<file path="src/rtl/imm_extender_if.sv">
// Handshake bundle for imm_extender: upstream immediate/mode in, extended result out.
interface imm_extender_if #(
  parameter int unsigned IN_W  = 16,
  parameter int unsigned OUT_W = 32
);
  logic             in_valid;
  logic             in_ready;
  logic [IN_W-1:0]  imm;
  logic [1:0]       mode;
  logic             out_valid;
  logic             out_ready;
  logic [OUT_W-1:0] ext_out;

  modport slave (
    input  in_valid, imm, mode, out_ready,
    output in_ready, out_valid, ext_out
  );

  modport master (
    output in_valid, imm, mode, out_ready,
    input  in_ready, out_valid, ext_out
  );
endinterface

</file>
<file path="src/rtl/imm_extender.sv">
// Immediate extender with a registered two-entry (main + skid) output buffer.
// Optional transfer counter port enabled by macro IMM_EXTENDER_XFER_CNT_EN.
module imm_extender #(
  parameter int unsigned IN_W  = 16,
  parameter int unsigned OUT_W = 32,
  parameter int unsigned BR_SH = 2
) (
  input logic           clk,
  input logic           rst,
  imm_extender_if.slave bus
`ifdef IMM_EXTENDER_XFER_CNT_EN
  ,
  output logic [15:0]   xfer_cnt
`endif
);

  if (OUT_W < IN_W + BR_SH) begin : g_width_check
    $error("imm_extender: OUT_W must be >= IN_W + BR_SH");
  end

  typedef enum logic [1:0] {EMPTY, ONE, FULL} state_e;

  state_e           state_q, state_d;
  logic [OUT_W-1:0] main_q, skid_q;
  logic [OUT_W-1:0] ext_d;
  logic             in_ready_q, out_valid_q;
  logic             push, pop;
  logic             load_main, load_skid, main_from_skid;
  logic [IN_W-1:0]  imm_s;

  assign imm_s = bus.imm;
  assign push  = bus.in_valid && in_ready_q;
  assign pop   = out_valid_q && bus.out_ready;

  always_comb begin
    ext_d = '0;
    unique case (bus.mode)
      2'b00: ext_d = OUT_W'($signed(imm_s));
      2'b01: ext_d = OUT_W'(imm_s);
      2'b10: ext_d = OUT_W'($signed(imm_s)) << BR_SH;
      2'b11: ext_d = OUT_W'(imm_s) << (OUT_W - IN_W);
      default: ext_d = '0;
    endcase
  end

  // Flags are registered from the next state so they are valid the cycle the state is.
  always_ff @(posedge clk) begin
    if (rst) begin
      state_q     <= EMPTY;
      in_ready_q  <= 1'b1;
      out_valid_q <= 1'b0;
      main_q      <= '0;
      skid_q      <= '0;
    end else begin
      state_q     <= state_d;
      in_ready_q  <= (state_d != FULL);
      out_valid_q <= (state_d != EMPTY);
      if (load_main) main_q <= main_from_skid ? skid_q : ext_d;
      if (load_skid) skid_q <= ext_d;
    end
  end

  always_comb begin
    state_d = state_q;
    unique case (state_q)
      EMPTY: if (push) state_d = ONE;
      ONE: begin
        if (push && !pop)      state_d = FULL;
        else if (!push && pop) state_d = EMPTY;
      end
      FULL:  if (pop) state_d = ONE;
      default: state_d = EMPTY;
    endcase
  end

  always_comb begin
    load_main      = 1'b0;
    load_skid      = 1'b0;
    main_from_skid = 1'b0;
    unique case (state_q)
      EMPTY: load_main = push;
      ONE: begin
        load_main = push && pop;
        load_skid = push && !pop;
      end
      FULL: begin
        load_main      = pop;
        main_from_skid = 1'b1;
      end
      default: ;
    endcase
  end

  assign bus.in_ready  = in_ready_q;
  assign bus.out_valid = out_valid_q;
  assign bus.ext_out   = main_q;

`ifdef IMM_EXTENDER_XFER_CNT_EN
  logic [15:0] cnt_q;
  always_ff @(posedge clk) begin
    if (rst)      cnt_q <= '0;
    else if (pop) cnt_q <= cnt_q + 16'd1;
  end
  assign xfer_cnt = cnt_q;
`endif

endmodule

</file>
<file path="src/flat_wrapper.sv">
// flat-port wrapper written by rule: the top's interface ports become plain ports
module imm_extender_flat 
#(
  parameter int unsigned IN_W  = 16,
  parameter int unsigned OUT_W = 32,
  parameter int unsigned BR_SH = 2
)
  (clk, rst, bus_in_valid, bus_imm, bus_mode, bus_out_ready, bus_in_ready, bus_out_valid, bus_ext_out);
  imm_extender_if #(.IN_W(IN_W), .OUT_W(OUT_W)) bus_i ();
  input logic clk;
  input logic rst;
  input wire logic [$bits(bus_i.in_valid)-1:0] bus_in_valid;
  input wire logic [$bits(bus_i.imm)-1:0] bus_imm;
  input wire logic [$bits(bus_i.mode)-1:0] bus_mode;
  input wire logic [$bits(bus_i.out_ready)-1:0] bus_out_ready;
  output wire logic [$bits(bus_i.in_ready)-1:0] bus_in_ready;
  output wire logic [$bits(bus_i.out_valid)-1:0] bus_out_valid;
  output wire logic [$bits(bus_i.ext_out)-1:0] bus_ext_out;
  assign bus_i.in_valid = bus_in_valid;
  assign bus_i.imm = bus_imm;
  assign bus_i.mode = bus_mode;
  assign bus_i.out_ready = bus_out_ready;
  assign bus_in_ready = bus_i.in_ready;
  assign bus_out_valid = bus_i.out_valid;
  assign bus_ext_out = bus_i.ext_out;
  imm_extender #(.IN_W(IN_W), .OUT_W(OUT_W), .BR_SH(BR_SH)) u_core (.clk(clk), .rst(rst), .bus(bus_i));
endmodule
</file>
<file path="config.mk">
export PLATFORM = sky130hd
export DESIGN_NAME = imm_extender_flat
export DESIGN_NICKNAME = d
export VERILOG_FILES = /design/src/rtl/imm_extender_if.sv /design/src/rtl/imm_extender.sv /design/src/flat_wrapper.sv
export SDC_FILE = /design/constraint.sdc
export NUM_CORES = 1
export LEC_CHECK = 0
export CORE_ASPECT_RATIO = 2
export CORE_MARGIN = 5
export CORE_UTILIZATION = 48
export CTS_BUF_LIST = sky130_fd_sc_hd__clkbuf_16
export DETAILED_ROUTE_END_ITERATION = 16
export HOLD_SLACK_MARGIN = 0.05
export PLACE_DENSITY = 0.74
export SETUP_SLACK_MARGIN = 0.2
export SLEW_MARGIN = 20
export SYNTH_ARGS = -nofsm -noshare
export SYNTH_HDL_FRONTEND = slang
export SYNTH_SLANG_ARGS = --single-unit
</file>
<file path="constraint.sdc">
create_clock -name clk -period 3.3 [get_ports clk]
set_clock_uncertainty 0.1 [all_clocks]
set_input_delay 0.66 -clock clk [delete_from_list [all_inputs] [get_ports clk]]
set_output_delay 0.66 -clock clk [all_outputs]
set_load 0.03 [all_outputs]
</file>
==> results_dict.tcl, run 1 <==
set metrics [dict create \
    p_per_area_nw_per_um2 570 \
    fin_hold_ws_ns 0.379 \
    ys_seq_area_share_pct 44.1 \
    yosys_warnings 0 \
    synth_compound_area_share_pct 28.2 \
    cts.htree.levels 3 \
    setup_viol 0 \
    drc 0 \
    hold_violations 0 \
    synth_nets 376 \
    drt_wl_total_microns 7750 \
    synth_flop_cell "dfxtp_1" \
    ys_types 34 \
    worstReg2RegEnd "u_core.bus.ext_out[5]$_SDFFE_PP0P_" \
    antenna_found_initial 0 \
    synth_simple_gate_area_share_pct 21.1 \
    routed_via_density 5.65 \
    drive_above_1_share_pct 6.50 \
    synth_xor_area_share_pct 0 \
    grt_pass1_wl_microns 12600 \
    cts_root_buf "clkbuf_16" \
    drv_slew 0 \
    rsz0062_at_grt "no" \
    die_w_microns 66.7 \
    mostFrequentLayoutCells "68 x dfxtp_1, 54 x clkdlybuf4s50_1, 45 x nor2_1, 30 x nand2b_1" \
    syn_avg_cell_area_sq_um 8.71 \
    gp_congestion 0.814 \
    die_h_microns 123 \
    worstHoldStart "u_core.skid_q[31]$_SDFFE_PP0P_" \
    final_common_cell "dfxtp_1" \
    crit_required_ns 3.43 \
    slowest_stage "clkdlybuf4s50_1" \
    finalSetupTns_ns 0 \
    synth_top_family_by_area "compound AO/OA/AOI/OAI gates" \
    clkTransAtPathRegs_ns 0.05 \
    drt_pre_antenna_iters 4 \
    ir_worst_vdd_v 0.000483 \
    ys_ff_latch 68 \
    crit_chain "clkdlybuf4s50_1, and3b_1, nand2b_1, a21o_1, buf_4, o32ai_1" \
    grt.total_usage_pct 20.6 \
    r2r_cells 5 \
    power.total_uw 2220 \
    numCtsBuffers 9 \
    period_minus_slack_ns 2.33 \
    hold_depth 2 \
    grt_pass1_vias 2667 \
    fin_crit_sh_pct 70.7 \
    cts_tree "yes" \
    dpl.hpwl_microns 5260 \
    cts_setup_buffers 0 \
    row_count 41 \
    yosys.area_share.adder_pct 0 \
    coreArea_sq_um 6310 \
    min_to "u_core.bus.ext_out[31]$_SDFFE_PP0P_" \
    tightest_slew_ns 0.624 \
    nFillCells 563 \
    ant_nets 0 \
    drt_iter0_markers 148 \
    grt_max_degree 68 \
    critPathKind "primary input to flop" \
    timing.rr.start "u_core.state_q[0]$_SDFF_PP0_" \
    worstPathMaxFanout 16 \
    post_layout_nonfiller_instances 486 \
    synth_edf_count 0 \
    clock_sinks 68 \
    ctsHoldBuffers 0 \
    max_slew_margin_pct 58.4 \
    ys_async_sr_fraction_pct 0 \
    start_util_pct 48.9 \
    cp_num_buf_inv 2 \
    worstSkewPairLatency_ns 0.33 \
    cts_resized 0 \
    cap_viol_max_count 0 \
    dp_cells 470 \
    grt.overflow.total 0 \
    crit_family "buffers and inverters" \
    min_path_type "flop to flop" \
    area_growth_pct 26.5 \
    critPathMaxStageDelay_ns 0.54 \
    vias 2744 \
    leakage_uw 0.00135 \
    reg2reg_slack_ns 1.11 \
    io_pins 56 \
    syn_area_sq_um 3080 \
    portBuffers 55 \
    outcome "completed" \
    critPathCaptureType "flop" \
    synth_cells 354 \
    muxShareOfSynthArea_pct 1.30 \
    wl_per_cell_microns 15.9 \
    fmax_mhz 429 \
    die_area_sq_um 8230 \
    insertedDiodeCount 0 \
    startpoint_type "primary input" \
    clock_path_buffers 2 \
    cp.arrival_ns 2.46 \
    layout.nets 417 \
]
-- report_power, final --
part	total, uW	leakage (uW)	switching, uW	internal (uW)
clock	815	0.000136	326	489
sequential	934	0.000555	40.9	893
combinational	473	0.000658	271	201
-- kinds of logic (layout without fill, tap and decap cells) --
logic type / after synthesis / after routing
simple gates: 130 / 130
mux: 4 / 4
flops: 68 / 68
compound gates: 118 / 118
buf+inv: 34 / 80
-- sequential cells by signal, summed over array words and instances, names as in the netlist --
register	flops
u_core.bus.ext_out	32
u_core.skid_q	32
u_core.state_q	2
u_core.bus.in_ready	1
u_core.bus.out_valid	1
-- worst max-delay path by stage --
stage                             start  slack, ns  depth (start not counted)                                  end
final                      bus_in_valid       0.97                          6   u_core.bus.ext_out[5]$_SDFFE_PP0P_
after global routing      bus_out_ready       0.81                          6   u_core.bus.ext_out[7]$_SDFFE_PP0P_
after CTS                  bus_in_valid       0.94                          6   u_core.bus.ext_out[5]$_SDFFE_PP0P_
after detailed placement   bus_in_valid       0.65                          6  u_core.bus.ext_out[10]$_SDFFE_PP0P_
after global placement     bus_in_valid       0.68                          6   u_core.bus.ext_out[7]$_SDFFE_PP0P_
after floorplan           bus_out_ready       1.51                          6  u_core.bus.ext_out[10]$_SDFFE_PP0P_
-- final cells by class --
cell class / instances / area [sq um] / area share [%]
multi-input combinational: 252 / 1560 / 40.0
tap: 86 / 108 / 2.76
clock buffer: 9 / 225 / 5.77
inverter: 2 / 7.51 / 0.192
clock inverter: 7 / 27.5 / 0.706
timing repair buffer: 62 / 611 / 15.7
sequential: 68 / 1360 / 34.9
-- metal layers --
layer	wire length, microns	vias to the layer above	GRT usage, %
met5	0	-	0
met4	306	0	12.5
met3	415	22	5.73
met2	3940	90	32.4
met1	3090	1282	24.5
li1	-	1350	-
-- worst reg2reg max path: cells and delay by family, from the launching register on --
family / cells / cell delay [ns]
DFF: 1 / 0.45
and+or+nand+nor: 1 / 0.37
AOI/OAI and AO/OA: 3 / 0.81
buffers and inverters: 1 / 0.32
-- Yosys cell counts (4+ instances only) --
cell type / number / share of area, %
a21oi_1: 19 / 3.1
o21a_1: 16 / 3.9
o32ai_1: 8 / 2.3
nor2_1: 45 / 5.5
mux2i_1: 4 / 1.3
clkbuf_1: 16 / 1.9
nor2b_1: 5 / 1.0
a22oi_1: 14 / 3.4
o32ai_2: 4 / 2.1
o22ai_1: 16 / 3.2
and2_1: 13 / 2.6
a211oi_1: 28 / 6.8
dfxtp_1: 68 / 44
nand2b_1: 30 / 6.1
nand2_1: 28 / 3.4
buf_2: 12 / 1.9
-- through the flow --
step	utilization (%)	area, sq um	worst slack, ns
global placement	57.8	3650	0.678
global route	61.8	3900	0.809
floorplan	-	3080	1.51
detailed placement	57.8	3650	0.650
finish	61.8	3900	0.968
CTS	61.8	3900	0.938
Power figures use the tool's default switching activity.
==> run 2, diff against run 1 <==
- clock period: 3.3 -> 2.2 ns (I/O delays scaled with it)
==> results_dict.tcl, run 2 (synthesis gave the netlist of run 1 again) <==
set metrics [dict create \
    outcome "completed" \
    drv_slew 0 \
    crit_required_ns 1.66 \
    setup_viol 0 \
    io_pins 56 \
    cts.htree.levels 3 \
    layout.nets 425 \
    cts_tree "yes" \
    rsz0062_at_grt "no" \
    grt.overflow.total 0 \
    grt_pass1_vias 2776 \
    drive_above_1_share_pct 8.58 \
    ant_nets 0 \
    r2r_cells 5 \
    clock_sinks 68 \
    row_count 41 \
    leakage_uw 0.00142 \
    timing.rr.start "u_core.state_q[0]$_SDFF_PP0_" \
    ir_worst_vdd_v 0.000571 \
    clock_path_buffers 2 \
    hold_violations 0 \
    cts_root_buf "clkbuf_16" \
    setup_slack_ns 0.276 \
    max_slew_margin_pct 71.6 \
    coreArea_sq_um 6310 \
    cp_num_buf_inv 1 \
    dpl.hpwl_microns 5500 \
    cp.arrival_ns 1.38 \
    worstSkewPairLatency_ns 0.33 \
    grt.total_usage_pct 21.0 \
    slowest_stage "clkdlybuf4s50_1" \
    portBuffers 55 \
    cp-endpoint "bus_out_valid" \
    cap_viol_max_count 0 \
    crit_cells 1 \
    nFillCells 535 \
    drt_pre_antenna_iters 4 \
    clkTransAtPathRegs_ns 0.05 \
    critPathKind "flop to output pin" \
    fmax_mhz 520 \
    area_growth_pct 31.2 \
    ctsHoldBuffers 0 \
    drt_wl_total_microns 7900 \
    gp_congestion 0.841 \
    crit_family "buffers and inverters" \
    grt_max_degree 45 \
    fin_crit_sh_pct 87.5 \
    insertedDiodeCount 0 \
    die_area_sq_um 8230 \
    start_util_pct 48.9 \
    startpoint_type "flop" \
    place_ws_ns -0.00372 \
    critPathMaxStageDelay_ns 0.69 \
    wl_per_cell_microns 16.0 \
    cts_setup_buffers 0 \
    grt_pass1_wl_microns 13100 \
    worstPathMaxFanout 4 \
    final_common_cell "dfxtp_1" \
    antenna_found_initial 0 \
    routed_via_density 5.55 \
    p_per_area_nw_per_um2 861 \
    vias 2744 \
    tightest_slew_ns 0.425 \
    crit_chain "clkdlybuf4s50_1" \
    finalSetupTns_ns 0 \
    numCtsBuffers 9 \
    drc 0 \
    die_w_microns 66.7 \
    reg2reg_slack_ns 0.51 \
    critPathCaptureType "output pin" \
    period_minus_slack_ns 1.92 \
    dp_cells 478 \
    min_path_type "flop to flop" \
    drt_iter0_markers 200 \
    worstReg2RegEnd "u_core.bus.ext_out[31]$_SDFFE_PP0P_" \
    mostFrequentLayoutCells "68 x dfxtp_1, 53 x clkdlybuf4s50_1, 45 x nor2_1, 30 x nand2b_1" \
    die_h_microns 123 \
    post_layout_nonfiller_instances 494 \
    crit_start "u_core.bus.out_valid$_SDFF_PP0_" \
]
-- run 2: power by group --
part           total, uW  switching (uW)  internal (uW)
clock               1340             485            851
combinational        748             417            331
sequential          1400            61.2           1340
total               3490             963           2520
-- run 2: final cells by class --
| type | instances | area [sq um] | share of cell area, % |
|---|---|---|---|
| multi-input cells | 252 | 1570 | 38.8 |
| flip-flops and latches | 68 | 1360 | 33.6 |
| repair buffers | 70 | 723 | 17.9 |
| clock buffers | 9 | 225 | 5.57 |
| well taps | 86 | 108 | 2.66 |
| clock inverters | 7 | 52.6 | 1.30 |
| inverters | 2 | 7.51 | 0.186 |
-- run 2: what timing repair did --
action                     in CTS  in global routing
setup endpoints to repair       0                  2
resized for setup               0                  2
hold endpoints to repair        0                  0
-- run 2: metal layers --
metal  share of wire (%)  vias to the layer above  track usage (%)  routed length, microns
li1                    -                     1362                -                       -
met5                   0                        -                0                       0
met4                 3.8                        0             12.6                     302
met2                  52                       87             35.8                    4080
met3                 4.4                       22             4.82                     347
met1                  40                     1273             23.2                    3170
-- run 2: worst min path at each step --
stage	endpoint	depth (start not counted)	slack, ns	startpoint
6_report	u_core.bus.ext_out[14]$_SDFFE_PP0P_	2	0.38	u_core.bus.ext_out[14]$_SDFFE_PP0P_
4_1_cts	u_core.bus.ext_out[14]$_SDFFE_PP0P_	2	0.38	u_core.bus.ext_out[14]$_SDFFE_PP0P_
5_1_grt	u_core.bus.ext_out[14]$_SDFFE_PP0P_	2	0.40	u_core.bus.ext_out[14]$_SDFFE_PP0P_
2_1_floorplan	u_core.skid_q[16]$_SDFFE_PP0P_	2	0.34	u_core.skid_q[16]$_SDFFE_PP0P_
3_3_place_gp	u_core.bus.ext_out[31]$_SDFFE_PP0P_	2	0.37	u_core.skid_q[31]$_SDFFE_PP0P_
3_5_place_dp	u_core.bus.ext_out[20]$_SDFFE_PP0P_	2	0.37	u_core.bus.ext_out[20]$_SDFFE_PP0P_
-- run 2: metrics by stage --
stage | cell area (sq um) | utilization [%] | power [uW] | hold WS (ns)
floorplan | 3080 | - | 1890 | 0.344
global placement | 3760 | 59.6 | 2160 | 0.373
detailed placement | 3760 | 59.6 | 2170 | 0.371
CTS | 4040 | 64.0 | 3510 | 0.384
global route | 4050 | 64.1 | 3660 | 0.400
finish | 4050 | 64.1 | 3490 | 0.383
